--- src/rtl/muldiv_unit.sv ---
// muldiv_unit: iterative multiply/divide unit owning the HI/LO pair, with a start/busy/done handshake.
// Build option: define SIGNED_MULDIV_EN to add signed MULT/DIV (ops 010/011) on top of the unsigned core.
module muldiv_unit #(
   parameter  int WIDTH = 32,
   localparam int CNT_W = $clog2(WIDTH)
) (
   input  logic             clk,
   input  logic             rst,
   input  logic             start,
   input  logic [2:0]       op,
   input  logic [WIDTH-1:0] SrcA,
   input  logic [WIDTH-1:0] SrcB,
   output logic             busy,
   output logic             done,
   output logic [WIDTH-1:0] HI,
   output logic [WIDTH-1:0] LO
);

   typedef enum logic [1:0] {
      S_IDLE,
      S_MUL,
      S_DIV
   } state_t;

   localparam logic [2:0] OP_MULTU = 3'b000;
   localparam logic [2:0] OP_DIVU  = 3'b001;
   localparam logic [2:0] OP_MULT  = 3'b010;
   localparam logic [2:0] OP_DIV   = 3'b011;
   localparam logic [2:0] OP_MTHI  = 3'b100;
   localparam logic [2:0] OP_MTLO  = 3'b101;

   state_t             r_state;
   state_t             w_nextState;
   logic [CNT_W-1:0]   r_cnt;
   logic [2*WIDTH-1:0] r_acc;
   logic [WIDTH-1:0]   r_opnd;
   logic [WIDTH-1:0]   r_hi;
   logic [WIDTH-1:0]   r_lo;
   logic               r_done;

   logic               w_startMul;
   logic               w_startDiv;
   logic               w_writeHi;
   logic               w_writeLo;
   logic               w_last;
   logic [WIDTH-1:0]   w_magA;
   logic [WIDTH-1:0]   w_magB;
   logic [WIDTH:0]     w_mulSum;
   logic [2*WIDTH-1:0] w_mulNext;
   logic [WIDTH:0]     w_divShift;
   logic               w_divGe;
   logic [WIDTH-1:0]   w_divRem;
   logic [2*WIDTH-1:0] w_divNext;
   logic [2*WIDTH-1:0] w_prodRes;
   logic [WIDTH-1:0]   w_quotRes;
   logic [WIDTH-1:0]   w_remRes;

`ifdef SIGNED_MULDIV_EN
   logic               w_signedOp;
   logic               r_negProd;
   logic               r_negQuot;
   logic               r_negRem;
`endif

   // Requests are only decoded while idle; anything arriving during an operation is dropped.
   always_comb begin
      w_startMul = 1'b0;
      w_startDiv = 1'b0;
      w_writeHi  = 1'b0;
      w_writeLo  = 1'b0;
`ifdef SIGNED_MULDIV_EN
      w_signedOp = 1'b0;
`endif
      if (start && (r_state == S_IDLE)) begin
         case (op)
            OP_MULTU: w_startMul = 1'b1;
            OP_DIVU:  w_startDiv = 1'b1;
`ifdef SIGNED_MULDIV_EN
            OP_MULT: begin
               w_startMul = 1'b1;
               w_signedOp = 1'b1;
            end
            OP_DIV: begin
               w_startDiv = 1'b1;
               w_signedOp = 1'b1;
            end
`endif
            OP_MTHI:  w_writeHi = 1'b1;
            OP_MTLO:  w_writeLo = 1'b1;
            default: ;
         endcase
      end
   end

`ifdef SIGNED_MULDIV_EN
   assign w_magA = (w_signedOp && SrcA[WIDTH-1]) ? -SrcA : SrcA;
   assign w_magB = (w_signedOp && SrcB[WIDTH-1]) ? -SrcB : SrcB;
`else
   assign w_magA = SrcA;
   assign w_magB = SrcB;
`endif

   assign w_last = (r_cnt == CNT_W'(WIDTH - 1));

   // Multiply: multiplier sits in the low half and shifts out LSB first while the product grows in the high half.
   assign w_mulSum  = {1'b0, r_acc[2*WIDTH-1:WIDTH]} + (r_acc[0] ? {1'b0, r_opnd} : '0);
   assign w_mulNext = {w_mulSum, r_acc[WIDTH-1:1]};

   // Divide: remainder in the high half, dividend bits leave the low half MSB first as quotient bits enter.
   assign w_divShift = {r_acc[2*WIDTH-1:WIDTH], r_acc[WIDTH-1]};
   assign w_divGe    = (w_divShift >= {1'b0, r_opnd});
   assign w_divRem   = w_divGe ? WIDTH'(w_divShift - {1'b0, r_opnd}) : w_divShift[WIDTH-1:0];
   assign w_divNext  = {w_divRem, r_acc[WIDTH-2:0], w_divGe};

`ifdef SIGNED_MULDIV_EN
   assign w_prodRes = r_negProd ? -w_mulNext : w_mulNext;
   assign w_quotRes = r_negQuot ? -w_divNext[WIDTH-1:0] : w_divNext[WIDTH-1:0];
   assign w_remRes  = r_negRem  ? -w_divNext[2*WIDTH-1:WIDTH] : w_divNext[2*WIDTH-1:WIDTH];
`else
   assign w_prodRes = w_mulNext;
   assign w_quotRes = w_divNext[WIDTH-1:0];
   assign w_remRes  = w_divNext[2*WIDTH-1:WIDTH];
`endif

   always_comb begin
      w_nextState = r_state;
      case (r_state)
         S_IDLE: begin
            if (w_startMul) begin
               w_nextState = S_MUL;
            end else if (w_startDiv) begin
               w_nextState = S_DIV;
            end
         end
         S_MUL, S_DIV: begin
            if (w_last) begin
               w_nextState = S_IDLE;
            end
         end
         default: w_nextState = S_IDLE;
      endcase
   end

   always_ff @(posedge clk or posedge rst) begin
      if (rst) begin
         r_state <= S_IDLE;
      end else begin
         r_state <= w_nextState;
      end
   end

   // HI/LO only change on an MTHI/MTLO accept or on the final iteration, so a reset mid-operation never exposes a partial result.
   always_ff @(posedge clk or posedge rst) begin
      if (rst) begin
         r_cnt  <= '0;
         r_acc  <= '0;
         r_opnd <= '0;
         r_hi   <= '0;
         r_lo   <= '0;
         r_done <= 1'b0;
      end else begin
         r_done <= 1'b0;
         if (w_startMul) begin
            r_acc  <= {{WIDTH{1'b0}}, w_magB};
            r_opnd <= w_magA;
            r_cnt  <= '0;
         end else if (w_startDiv) begin
            r_acc  <= {{WIDTH{1'b0}}, w_magA};
            r_opnd <= w_magB;
            r_cnt  <= '0;
         end else if (r_state == S_MUL) begin
            r_acc <= w_mulNext;
            r_cnt <= r_cnt + CNT_W'(1);
            if (w_last) begin
               r_hi   <= w_prodRes[2*WIDTH-1:WIDTH];
               r_lo   <= w_prodRes[WIDTH-1:0];
               r_done <= 1'b1;
               r_cnt  <= '0;
            end
         end else if (r_state == S_DIV) begin
            r_acc <= w_divNext;
            r_cnt <= r_cnt + CNT_W'(1);
            if (w_last) begin
               r_hi   <= w_remRes;
               r_lo   <= w_quotRes;
               r_done <= 1'b1;
               r_cnt  <= '0;
            end
         end
         if (w_writeHi) begin
            r_hi <= SrcA;
         end
         if (w_writeLo) begin
            r_lo <= SrcA;
         end
      end
   end

`ifdef SIGNED_MULDIV_EN
   // Quotient is left un-negated for a zero divisor so divide-by-zero still yields all ones.
   always_ff @(posedge clk or posedge rst) begin
      if (rst) begin
         r_negProd <= 1'b0;
         r_negQuot <= 1'b0;
         r_negRem  <= 1'b0;
      end else if (w_startMul || w_startDiv) begin
         r_negProd <= w_signedOp && (SrcA[WIDTH-1] ^ SrcB[WIDTH-1]);
         r_negQuot <= w_signedOp && (SrcA[WIDTH-1] ^ SrcB[WIDTH-1]) && (SrcB != '0);
         r_negRem  <= w_signedOp && SrcA[WIDTH-1];
      end
   end
`endif

   assign busy = (r_state != S_IDLE);
   assign done = r_done;
   assign HI   = r_hi;
   assign LO   = r_lo;

endmodule

--- config.mk ---
export PLATFORM = sky130hd
export DESIGN_NAME = muldiv_unit
export DESIGN_NICKNAME = d
export VERILOG_FILES = /design/src/rtl/muldiv_unit.sv
export SDC_FILE = /design/constraint.sdc
export NUM_CORES = 1
export LEC_CHECK = 0
export BUFFER_PORTS_ARGS = -buffer_cell sky130_fd_sc_hd__buf_4
export CAP_MARGIN = 10
export CORE_ASPECT_RATIO = 0.7
export CORE_UTILIZATION = 45
export DETAILED_ROUTE_END_ITERATION = 12
export GPL_ROUTABILITY_DRIVEN = 0
export PLACE_DENSITY = 0.75
export SYNTH_ARGS = -nofsm -noshare
export SYNTH_HDL_FRONTEND = slang
export SYNTH_SLANG_ARGS = --single-unit
export TNS_END_PERCENT = 1
--- constraint.sdc ---
create_clock -name clk -period 8.53 [get_ports clk]
set_input_delay 2.1325 -clock clk [delete_from_list [all_inputs] [get_ports clk]]
set_output_delay 2.1325 -clock clk [all_outputs]
set_load 0.01 [all_outputs]
==> impl_metrics.env, run 1 <==
export IMPL_cts_tree="yes"
export IMPL_syn_num_nets=1637
export IMPL_post_cts_resized=0
export IMPL_setup_violations_final=0
export IMPL_ys_flop_type="dfrtp_1"
export IMPL_arrival_ps=4720
export IMPL_drt_iter0_drc=990
export IMPL_cts_buffer_depth=2
export IMPL_instances_no_fill=1939
export IMPL_totalWireLength_microns=37700
export IMPL_holdPathStages=2
export IMPL_p_per_area_nw_per_um2=461
export IMPL_hold_viol=0
export IMPL_coreArea_sq_um=26800
export IMPL_post_route_period_util_pct=51.2
export IMPL_reg2regPathDepth=11
export IMPL_synthMuxAreaShare_pct=9.34
export IMPL_portBuffers=135
export IMPL_crit_path_frequent_cell="o21ai_0"
export IMPL_rsz0062_at_grt="false"
export IMPL_path_delay_family="compound AO/OA/AOI/OAI gates"
export IMPL_rrSetupSlack_ps=4160
export IMPL_ir_drop_v=0.000349
export IMPL_min_delay_worst_endpoint="HI[14]"
export IMPL_cp_max_fo=34
export IMPL_fin_nets=1703
export IMPL_r2r_end="HI[24]"
export IMPL_finClkSkew_ps=11.5
export IMPL_synth_compound_area_share_pct=24.6
export IMPL_syn_avg_cell_area_sq_um=8.23
export IMPL_fillers=2536
export IMPL_cts_setup_buffers=0
export IMPL_pin_count=136
export IMPL_worstMarginPinSlew_ps=1170
export IMPL_synth_xor_area_share_pct=3.42
export IMPL_crit_buf_inv=0
export IMPL_drcViolationCount=0
export IMPL_path_clk_slew_ps=70
export IMPL_dr_pass1_iters=8
export IMPL_final_max_slew_viol_count=0
export IMPL_yosysSeqAreaShare_pct=34.2
export IMPL_antenna_found_initial=0
export IMPL_ys_ff_latch=168
export IMPL_max_stage_delay_ps=1110
export IMPL_finalSetupTns_ps=0
export IMPL_yosys_warnings=0
export IMPL_slew_headroom_pct=22.0
export IMPL_drv_cap=0
export IMPL_hold_buffers=0
export IMPL_clock_latency_ps=460
export IMPL_start_util_pct=46.0
export IMPL_track_usage_pct=27.0
export IMPL_grt_max_degree=94
export IMPL_grt_first_pass_wirelength_microns=59600
export IMPL_worst_path_max_delay_cell="dfrtp_1"
export IMPL_diodes=0
export IMPL_hp_start="HI[14]"
export IMPL_synth_cell_type_count=72
export IMPL_leakagePower_nw=6.34
export IMPL_fmax_ghz=0.229
export IMPL_cts_buffers=17
export IMPL_dp_hpwl_microns=27400
export IMPL_cts_root_buf="clkbuf_16"
export IMPL_final_antenna_net_count=0
export IMPL_required_ps=8880
export IMPL_path_cells="and2_1 > ha_1 > o21ai_0 > o21ai_0 > nand3b_1 > a211oi_1 > o21ai_0 > a21o_1 > a32oi_1 > o21ai_0 > o21ai_0"
export IMPL_synth_fa_ha_area_share_pct=7.34
export IMPL_cts_htree_levels=4
export IMPL_syn_to_final_growth_pct=14.5
export IMPL_critPathLaunchType="register"
export IMPL_syn_inst=1496
export IMPL_async_flop_share_pct=100
export IMPL_grt_overflow_total=0
export IMPL_timing_rr_start="r_acc[0]"
export IMPL_cts_num_sinks=168
export IMPL_synth_simple_area_share_pct=16.1
export IMPL_dieArea_sq_um=28000
export IMPL_die_w_microns=200
export IMPL_dieHeight_microns=140
export IMPL_fp_row_count=50
export IMPL_drive_gt1_share_pct=12.9
export IMPL_place_inst=1907
export IMPL_vias=11900
export IMPL_via_per_inst=6.12
export IMPL_wl_per_cell_microns=19.4
export IMPL_outcome="complete, no violations"
export IMPL_cp_end_kind="register"
export IMPL_synth_area_sq_um=12300
export IMPL_grt_pass1_vias=11000
export IMPL_fin_crit_ps=4370
export IMPL_crit_type="reg -> reg"
export IMPL_hp_class="reg -> reg"
export IMPL_synth_top_family_by_area="compound AO/OA/AOI/OAI gates"
export IMPL_synth_edff_count=0
==> area by class of cell <==
cell class                 count  area [sq um]  share of cell area [%]
clock inverter                11           120                   0.853
multi-input combinational   1173          7530                    53.5
inverter                      55           211                    1.50
tap                          364           455                    3.23
timing repair buffer         147          1100                    7.83
clock buffer                  21           460                    3.27
sequential                   168          4200                    29.8
==> stage by stage <==
| step | power (mW) | instance area [sq um] | hold WS [ps] | utilization (%) | worst slack (ps) |
|---|---|---|---|---|---|
| floorplan | 4.37 | 12300 | 463 | - | 1850 |
| global placement | 5.49 | 13500 | 491 | 50.4 | 4130 |
| detailed placement | 5.59 | 13500 | 496 | 50.4 | 4080 |
| CTS | 6.40 | 14100 | 511 | 52.6 | 4330 |
| global route | 6.95 | 14100 | 542 | 52.6 | 4020 |
| finish | 6.49 | 14100 | 512 | 52.6 | 4160 |
==> layout by cell type, fill, tap and decap left out, types with 11 or more instances in the layout <==
| master | count |
|---|---|
| nand2_1 | 209 |
| o21ai_0 | 172 |
| dfrtp_1 | 168 |
| buf_4 | 147 |
| a21oi_1 | 124 |
| mux2i_1 | 110 |
| nor2_1 | 98 |
| ha_1 | 67 |
| inv_1 | 52 |
| o211ai_1 | 42 |
| and2_1 | 36 |
| nand3_1 | 25 |
| xor2_1 | 24 |
| xnor2_1 | 24 |
| a21o_1 | 23 |
| a211oi_1 | 19 |
| nor3_1 | 18 |
| a22oi_1 | 17 |
| clkbuf_16 | 17 |
| nand4_1 | 16 |
| o22ai_1 | 12 |
| a31oi_1 | 11 |
==> worst max path at each step <==
stage          slack (ps)     end      start  cells past startpoint
6_report             4160  HI[24]   r_acc[0]                     11
2_1_floorplan        1850   HI[0]        rst                      1
3_5_place_dp         4080  HI[28]      start                      8
4_1_cts              4330  HI[20]  r_acc[31]                     13
5_1_grt              4020  HI[24]   r_acc[0]                     11
3_3_place_gp         4130  HI[28]      start                      8
==> synth_stat cells, types with 25 or more instances <==
cell,count,share of area [%]
a21oi_1,124,5.0
and2_1,36,1.8
clkbuf_1,74,2.3
dfrtp_1,168,34
ha_1,69,7.0
inv_1,53,1.6
mux2i_1,110,8.9
nand2_1,209,6.4
nand3_1,25,1.0
nor2_1,99,3.0
o211ai_1,42,2.6
o21ai_0,172,7.0
==> registers in the layout, indices dropped and copies added, names as in the netlist <==
| register | flops |
|---|---|
| r_acc | 64 |
| HI | 32 |
| LO | 32 |
| r_opnd | 32 |
| r_cnt | 5 |
| r_state | 2 |
| done | 1 |
==> layer usage <==
| layer | part of all wire (%) | global-route usage (%) |
|---|---|---|
| met1 | 44 | 37.4 |
| met2 | 45 | 41.3 |
| met3 | 8.9 | 6.43 |
| met4 | 2.4 | 8.68 |
| met5 | 0 | 0 |
==> power by group <==
part	leakage, nW	internal, mW	switching [mW]	total, mW
combinational	4.01	1.66	2.46	4.11
clock	0.280	0.446	0.344	0.790
sequential	2.05	1.18	0.405	1.59
total	6.34	3.29	3.20	6.49
==> tightest hold or removal path, stage by stage, from the launching register on <==
cell and delay, ps:
dfrtp_1 350, a22oi_1 60, o21ai_0 60
==> cells by family after synthesis <==
logic type,after synthesis
fa+ha+maj,71
mux,114
flops,168
xor+xnor,48
simple gates,446
buf+inv,155
compound gates,494
No activity file was read; power rests on OpenSTA's default activity.
==> run 2, diff against run 1 <==
clock period = 4.3 ns   (was 8.53 ns; I/O delays follow)
==> impl_metrics.env, run 2 (synthesis results as in run 1) <==
export IMPL_wl_per_cell_microns=19.5
export IMPL_startpoint="r_opnd[26]"
export IMPL_dr_pass1_iters=5
export IMPL_crit_buf_inv=2
export IMPL_diodes=0
export IMPL_leakagePower_nw=6.41
export IMPL_ir_drop_v=0.000518
export IMPL_fillers=2478
export IMPL_pin_count=136
export IMPL_fp_row_count=50
export IMPL_outcome="complete, no violations"
export IMPL_crit_path_frequent_cell="nand4_1"
export IMPL_timing_rr_start="r_opnd[26]"
export IMPL_vias=11900
export IMPL_path_delay_family="simple AND/OR/NAND/NOR gates"
export IMPL_portBuffers=135
export IMPL_dieArea_sq_um=28000
export IMPL_drcViolationCount=0
export IMPL_finalSetupTns_ps=0
export IMPL_start_util_pct=46.0
export IMPL_grt_pass1_vias=11100
export IMPL_cts_buffer_depth=2
export IMPL_cts_num_sinks=168
export IMPL_reg2regPathDepth=12
export IMPL_path_clk_slew_ps=70
export IMPL_final_cell_mix="nand2_1 (209), o21ai_0 (172), dfrtp_1 (168), buf_4 (154), a21oi_1 (124)"
export IMPL_dieHeight_microns=140
export IMPL_seq_area_sq_um=4200
export IMPL_post_cts_resized=0
export IMPL_r2r_end="HI[0]"
export IMPL_top_register="r_acc"
export IMPL_worst_path_max_delay_cell="or3_1"
export IMPL_max_stage_delay_ps=520
export IMPL_drv_cap=0
export IMPL_coreArea_sq_um=26800
export IMPL_crit_end="HI[0]"
export IMPL_rsz0062_at_grt="false"
export IMPL_crit_type="reg -> reg"
export IMPL_cts_buffers=17
export IMPL_hp_start="r_opnd[16]"
export IMPL_grt_first_pass_wirelength_microns=60300
export IMPL_hp_class="reg -> reg"
export IMPL_grt_max_degree=169
export IMPL_cp_end_kind="register"
export IMPL_final_max_slew_viol_count=0
export IMPL_arrival_ps=4450
export IMPL_p_per_area_nw_per_um2=913
export IMPL_rrSetupSlack_ps=190
export IMPL_setup_violations_final=0
export IMPL_cp_max_fo=9
export IMPL_final_antenna_net_count=0
export IMPL_fin_crit_ps=4110
export IMPL_syn_to_final_growth_pct=15.6
export IMPL_fmax_ghz=0.243
export IMPL_drive_gt1_share_pct=13.6
export IMPL_place_inst=1917
export IMPL_drt_iter0_drc=1415
export IMPL_hold_viol=0
export IMPL_clock_latency_ps=450
export IMPL_antenna_found_initial=0
export IMPL_critical_path_depth=12
export IMPL_cts_htree_levels=4
export IMPL_cts_root_buf="clkbuf_16"
export IMPL_multi_input_area_sq_um=7530
export IMPL_slew_headroom_pct=28.7
export IMPL_via_per_inst=6.12
export IMPL_cts_setup_buffers=0
export IMPL_instances_no_fill=1949
export IMPL_cts_tree="yes"
export IMPL_track_usage_pct=27.5
export IMPL_critPathLaunchType="register"
export IMPL_die_w_microns=200
export IMPL_finClkSkew_ps=11.1
export IMPL_layout_commonest_cell="nand2_1"
export IMPL_worstMarginPinSlew_ps=1070
export IMPL_grt_overflow_total=0
export IMPL_totalWireLength_microns=38000
export IMPL_hold_buffers=0
export IMPL_fin_nets=1713
export IMPL_post_route_period_util_pct=95.7
export IMPL_largest_reg_flops=64
export IMPL_path_cells="inv_1 > ha_1 > nand4_1 > nor3_1 > nand4_1 > a2111oi_2 > or3_1 > buf_4 > mux2i_1 > o21ai_0 > a21oi_1 > a21o_1"
export IMPL_dp_hpwl_microns=27500
export IMPL_required_ps=4640
run 2: cell types whose count changed in the layout (fill, tap and decap cells not counted), moves of 2 or more:
cell | previous run | this run
buf_12 | 0 | 3
buf_4 | 147 | 154
clkbuf_1 | 2 | 0
clkinv_2 | 4 | 1
clkinv_4 | 0 | 3
inv_6 | 3 | 6
run 2: layout make-up:
class                      count  share of cell area (%)
timing repair buffer         157                    8.55
clock inverter                14                    1.14
sequential                   168                    29.6
clock buffer                  18                    3.09
tap                          364                    3.20
inverter                      55                    1.48
multi-input combinational   1173                    53.0
run 2: per-stage QoR:
stage | hold WS [ps] | area [sq um] | utilization [%] | setup WS (ps) | power [mW]
final | 519 | 14200 | 53.1 | 187 | 13.0
after global placement | 507 | 13600 | 50.9 | 445 | 11.0
after CTS | 527 | 14200 | 53.1 | 370 | 12.8
after floorplan | 463 | 12300 | - | 1080 | 8.66
after global routing | 548 | 14200 | 53.1 | 83.7 | 13.9
after detailed placement | 507 | 13600 | 50.9 | 437 | 11.1
run 2: where the power goes:
part           switching (mW)  total [mW]  internal [mW]
clock network           0.727        1.62          0.888
registers               0.793        3.14           2.35
logic                    4.87        8.23           3.36
total                    6.40        13.0           6.59
run 2: how the worst min path moves through the flow:
stage	endpoint	slack [ps]	depth (start not counted)
6_report	r_opnd[16]	520	2
5_1_grt	r_opnd[16]	550	2
4_1_cts	HI[27]	530	2
3_5_place_dp	HI[27]	510	2
3_3_place_gp	r_cnt[4]	510	2
2_1_floorplan	r_opnd[29]	460	2
run 2: per-layer routing:
metal  GRT usage [%]  vias up  part of all wire [%]
met2            40.3      616                    43
met5               0        -                     0
li1                -     5545                     -
met3            5.97       53                   9.7
met4            8.48        0                   2.1
met1            40.1     5713                    45
run 2: worst reg2reg max path, stage by stage, from the launching register on:
cell       delay (ps)
dfrtp_1           430
inv_1              70
ha_1              430
nand4_1           180
nor3_1            440
nand4_1           240
a2111oi_2         480
or3_1             520
buf_4             290
mux2i_1           130
o21ai_0           490
a21oi_1           130
a21o_1            180
==> run 3, diff against run 2 <==
ABC_AREA = 1   (was not set)
PLACE_DENSITY = 0.74   (was 0.75)
==> impl_metrics.env, run 3 <==
export IMPL_post_cts_resized=0
export IMPL_final_max_slew_viol_count=0
export IMPL_async_flop_share_pct=100
export IMPL_cts_tree="yes"
export IMPL_synth_area_leaders="dfrtp_1 (31%), nand2_1 (17%), inv_1 (9.6%), nand3_1 (6.5%), ha_1 (6.3%)"
export IMPL_antenna_found_initial=0
export IMPL_vias=15300
export IMPL_netlist_area_leader_share_pct=30.8
export IMPL_fmax_ghz=0.303
export IMPL_worstMarginPinSlew_ps=1210
export IMPL_drv_cap=0
export IMPL_top_register="r_acc"
export IMPL_cts_setup_buffers=0
export IMPL_leakagePower_nw=8.37
export IMPL_fin_crit_ps=3300
export IMPL_p_per_area_nw_per_um2=919
export IMPL_grt_max_degree=114
export IMPL_setup_violations_final=0
export IMPL_syn_num_nets=2256
export IMPL_crit_path_frequent_cell="nand2_1"
export IMPL_syn_to_final_growth_pct=13.6
export IMPL_yosys_top_cells_count="nand2_1 (635), inv_1 (348), nand3_1 (178)"
export IMPL_synth_cell_type_count=42
export IMPL_post_route_period_util_pct=76.7
export IMPL_cts_buffer_depth=2
export IMPL_dp_hpwl_microns=37800
export IMPL_seq_area_sq_um=4200
export IMPL_fp_row_count=52
export IMPL_synth_area_sq_um=13600
export IMPL_dieHeight_microns=148
export IMPL_start_util_pct=46.5
export IMPL_syn_avg_cell_area_sq_um=6.45
export IMPL_yosysMostFrequentCell="nand2_1"
export IMPL_portBuffers=135
export IMPL_die_w_microns=210
export IMPL_ys_ff_latch=168
export IMPL_wl_per_cell_microns=18.8
export IMPL_dr_pass1_iters=6
export IMPL_hp_class="reg -> reg"
export IMPL_fillers=2885
export IMPL_grt_overflow_total=0
export IMPL_finalSetupTns_ps=0
export IMPL_ir_drop_v=0.000430
export IMPL_grt_first_pass_wirelength_microns=76900
export IMPL_multi_input_area_sq_um=7760
export IMPL_diodes=0
export IMPL_outcome="complete, no violations"
export IMPL_arrival_ps=3640
export IMPL_yosysSeqAreaShare_pct=30.8
export IMPL_coreArea_sq_um=29300
export IMPL_cp_end_kind="register"
export IMPL_crit_type="reg -> reg"
export IMPL_fin_nets=2345
export IMPL_max_stage_delay_ps=880
export IMPL_path_delay_family="simple AND/OR/NAND/NOR gates"
export IMPL_grt_pass1_vias=13900
export IMPL_track_usage_pct=31.8
export IMPL_via_per_inst=5.85
export IMPL_pin_count=136
export IMPL_cp_max_fo=20
export IMPL_drt_iter0_drc=2139
export IMPL_ys_flop_type="dfrtp_1"
export IMPL_hold_viol=0
export IMPL_path_cells="buf_4 > nand2_1 > inv_1 > ha_1 > a21oi_1 > inv_1 > nand2_1 > nand3_1 > nand2_1 > nand2_1 > nand3_1 > nand2_1 > nand2_1 > nand3_1 > nand3_1 > nand2_1"
export IMPL_synth_edff_count=0
export IMPL_totalWireLength_microns=49300
export IMPL_path_clk_slew_ps=70
export IMPL_layout_commonest_cell="nand2_1"
export IMPL_hold_buffers=0
export IMPL_drcViolationCount=0
export IMPL_largest_reg_flops=64
export IMPL_dieArea_sq_um=31000
export IMPL_crit_buf_inv=3
export IMPL_clock_latency_ps=460
export IMPL_rsz0062_at_grt="false"
export IMPL_fin_util_pct=52.9
export IMPL_slew_headroom_pct=19.5
export IMPL_yosys_warnings=0
export IMPL_cts_root_buf="clkbuf_16"
export IMPL_cts_buffers=17
export IMPL_syn_inst=2115
export IMPL_cts_htree_levels=4
export IMPL_cts_num_sinks=168
export IMPL_critPathLaunchType="register"
export IMPL_yosysTopAreaCell="dfrtp_1"
export IMPL_required_ps=4640
export IMPL_final_antenna_net_count=0
export IMPL_finClkSkew_ps=15.4
export IMPL_final_cell_mix="nand2_1 (634), inv_1 (346), nand3_1 (178), dfrtp_1 (168), buf_4 (153)"
export IMPL_worst_path_max_delay_cell="dfrtp_1"
export IMPL_drive_gt1_share_pct=10.5
[run 3: per-stage QoR]
stage	hold WS [ps]	setup WS [ps]	power, mW	std cells	instance area (sq um)
2_1_floorplan	463	1080	9.50	2115	13700
5_1_grt	523	751	15.3	2621	15500
3_3_place_gp	473	1080	12.2	2590	15000
3_5_place_dp	491	927	12.4	2590	15000
4_1_cts	506	1170	13.9	2621	15500
6_report	516	1000	14.3	2621	15500
[run 3: kinds of logic (layout without fill, tap and decap cells)]
logic type               count (synthesis)  count (layout)  synth area share [%]
AND/OR/NAND/NOR                       1086            1086                  34.5
AO/OA/AOI/OAI                          338             338                  14.6
flip-flops                             168             168                  30.8
buffers and inverters                  437             538                  12.5
XOR/XNOR                                15              15                 0.963
adder cells (fa/ha/maj)                 71              71                  6.62
[run 3: final timing paths]
kind                       cells past startpoint  startpoint        end  slack [ps]
max in group asynchronous                      3         rst  r_acc[34]        2600
hold reg to reg                                1    r_cnt[3]   r_cnt[3]         520
min in group asynchronous                      2         rst  r_acc[24]         670
setup / recovery                              16    r_acc[0]     HI[26]        1000
hold / removal                                 1    r_cnt[3]   r_cnt[3]         520
setup reg to reg                              16    r_acc[0]     HI[26]        1000
[run 3: layer usage]
layer  wire length [microns]  track usage [%]  up-vias  part of all wire (%)
met5                       0                0        -                     0
met1                   21600             46.3     7140                    44
li1                        -                -     7067                     -
met4                    1370             9.71        0                   2.8
met3                    5960             7.54      107                    12
met2                   20400             46.3     1006                    41
[run 3: report_power, final]
part | total (mW) | internal, mW | switching, mW | leakage (nW)
combinational | 9.69 | 3.24 | 6.45 | 6.05
clock | 1.48 | 0.782 | 0.695 | 0.265
sequential | 3.09 | 2.37 | 0.716 | 2.05
[run 3: layout make-up]
class	instances	share of cell area, %
well taps	405	3.27
inverters	353	8.57
clock buffers	21	3.03
multi-input cells	1510	50.0
repair buffers	154	7.53
flip-flops and latches	168	27.1
clock inverters	10	0.452
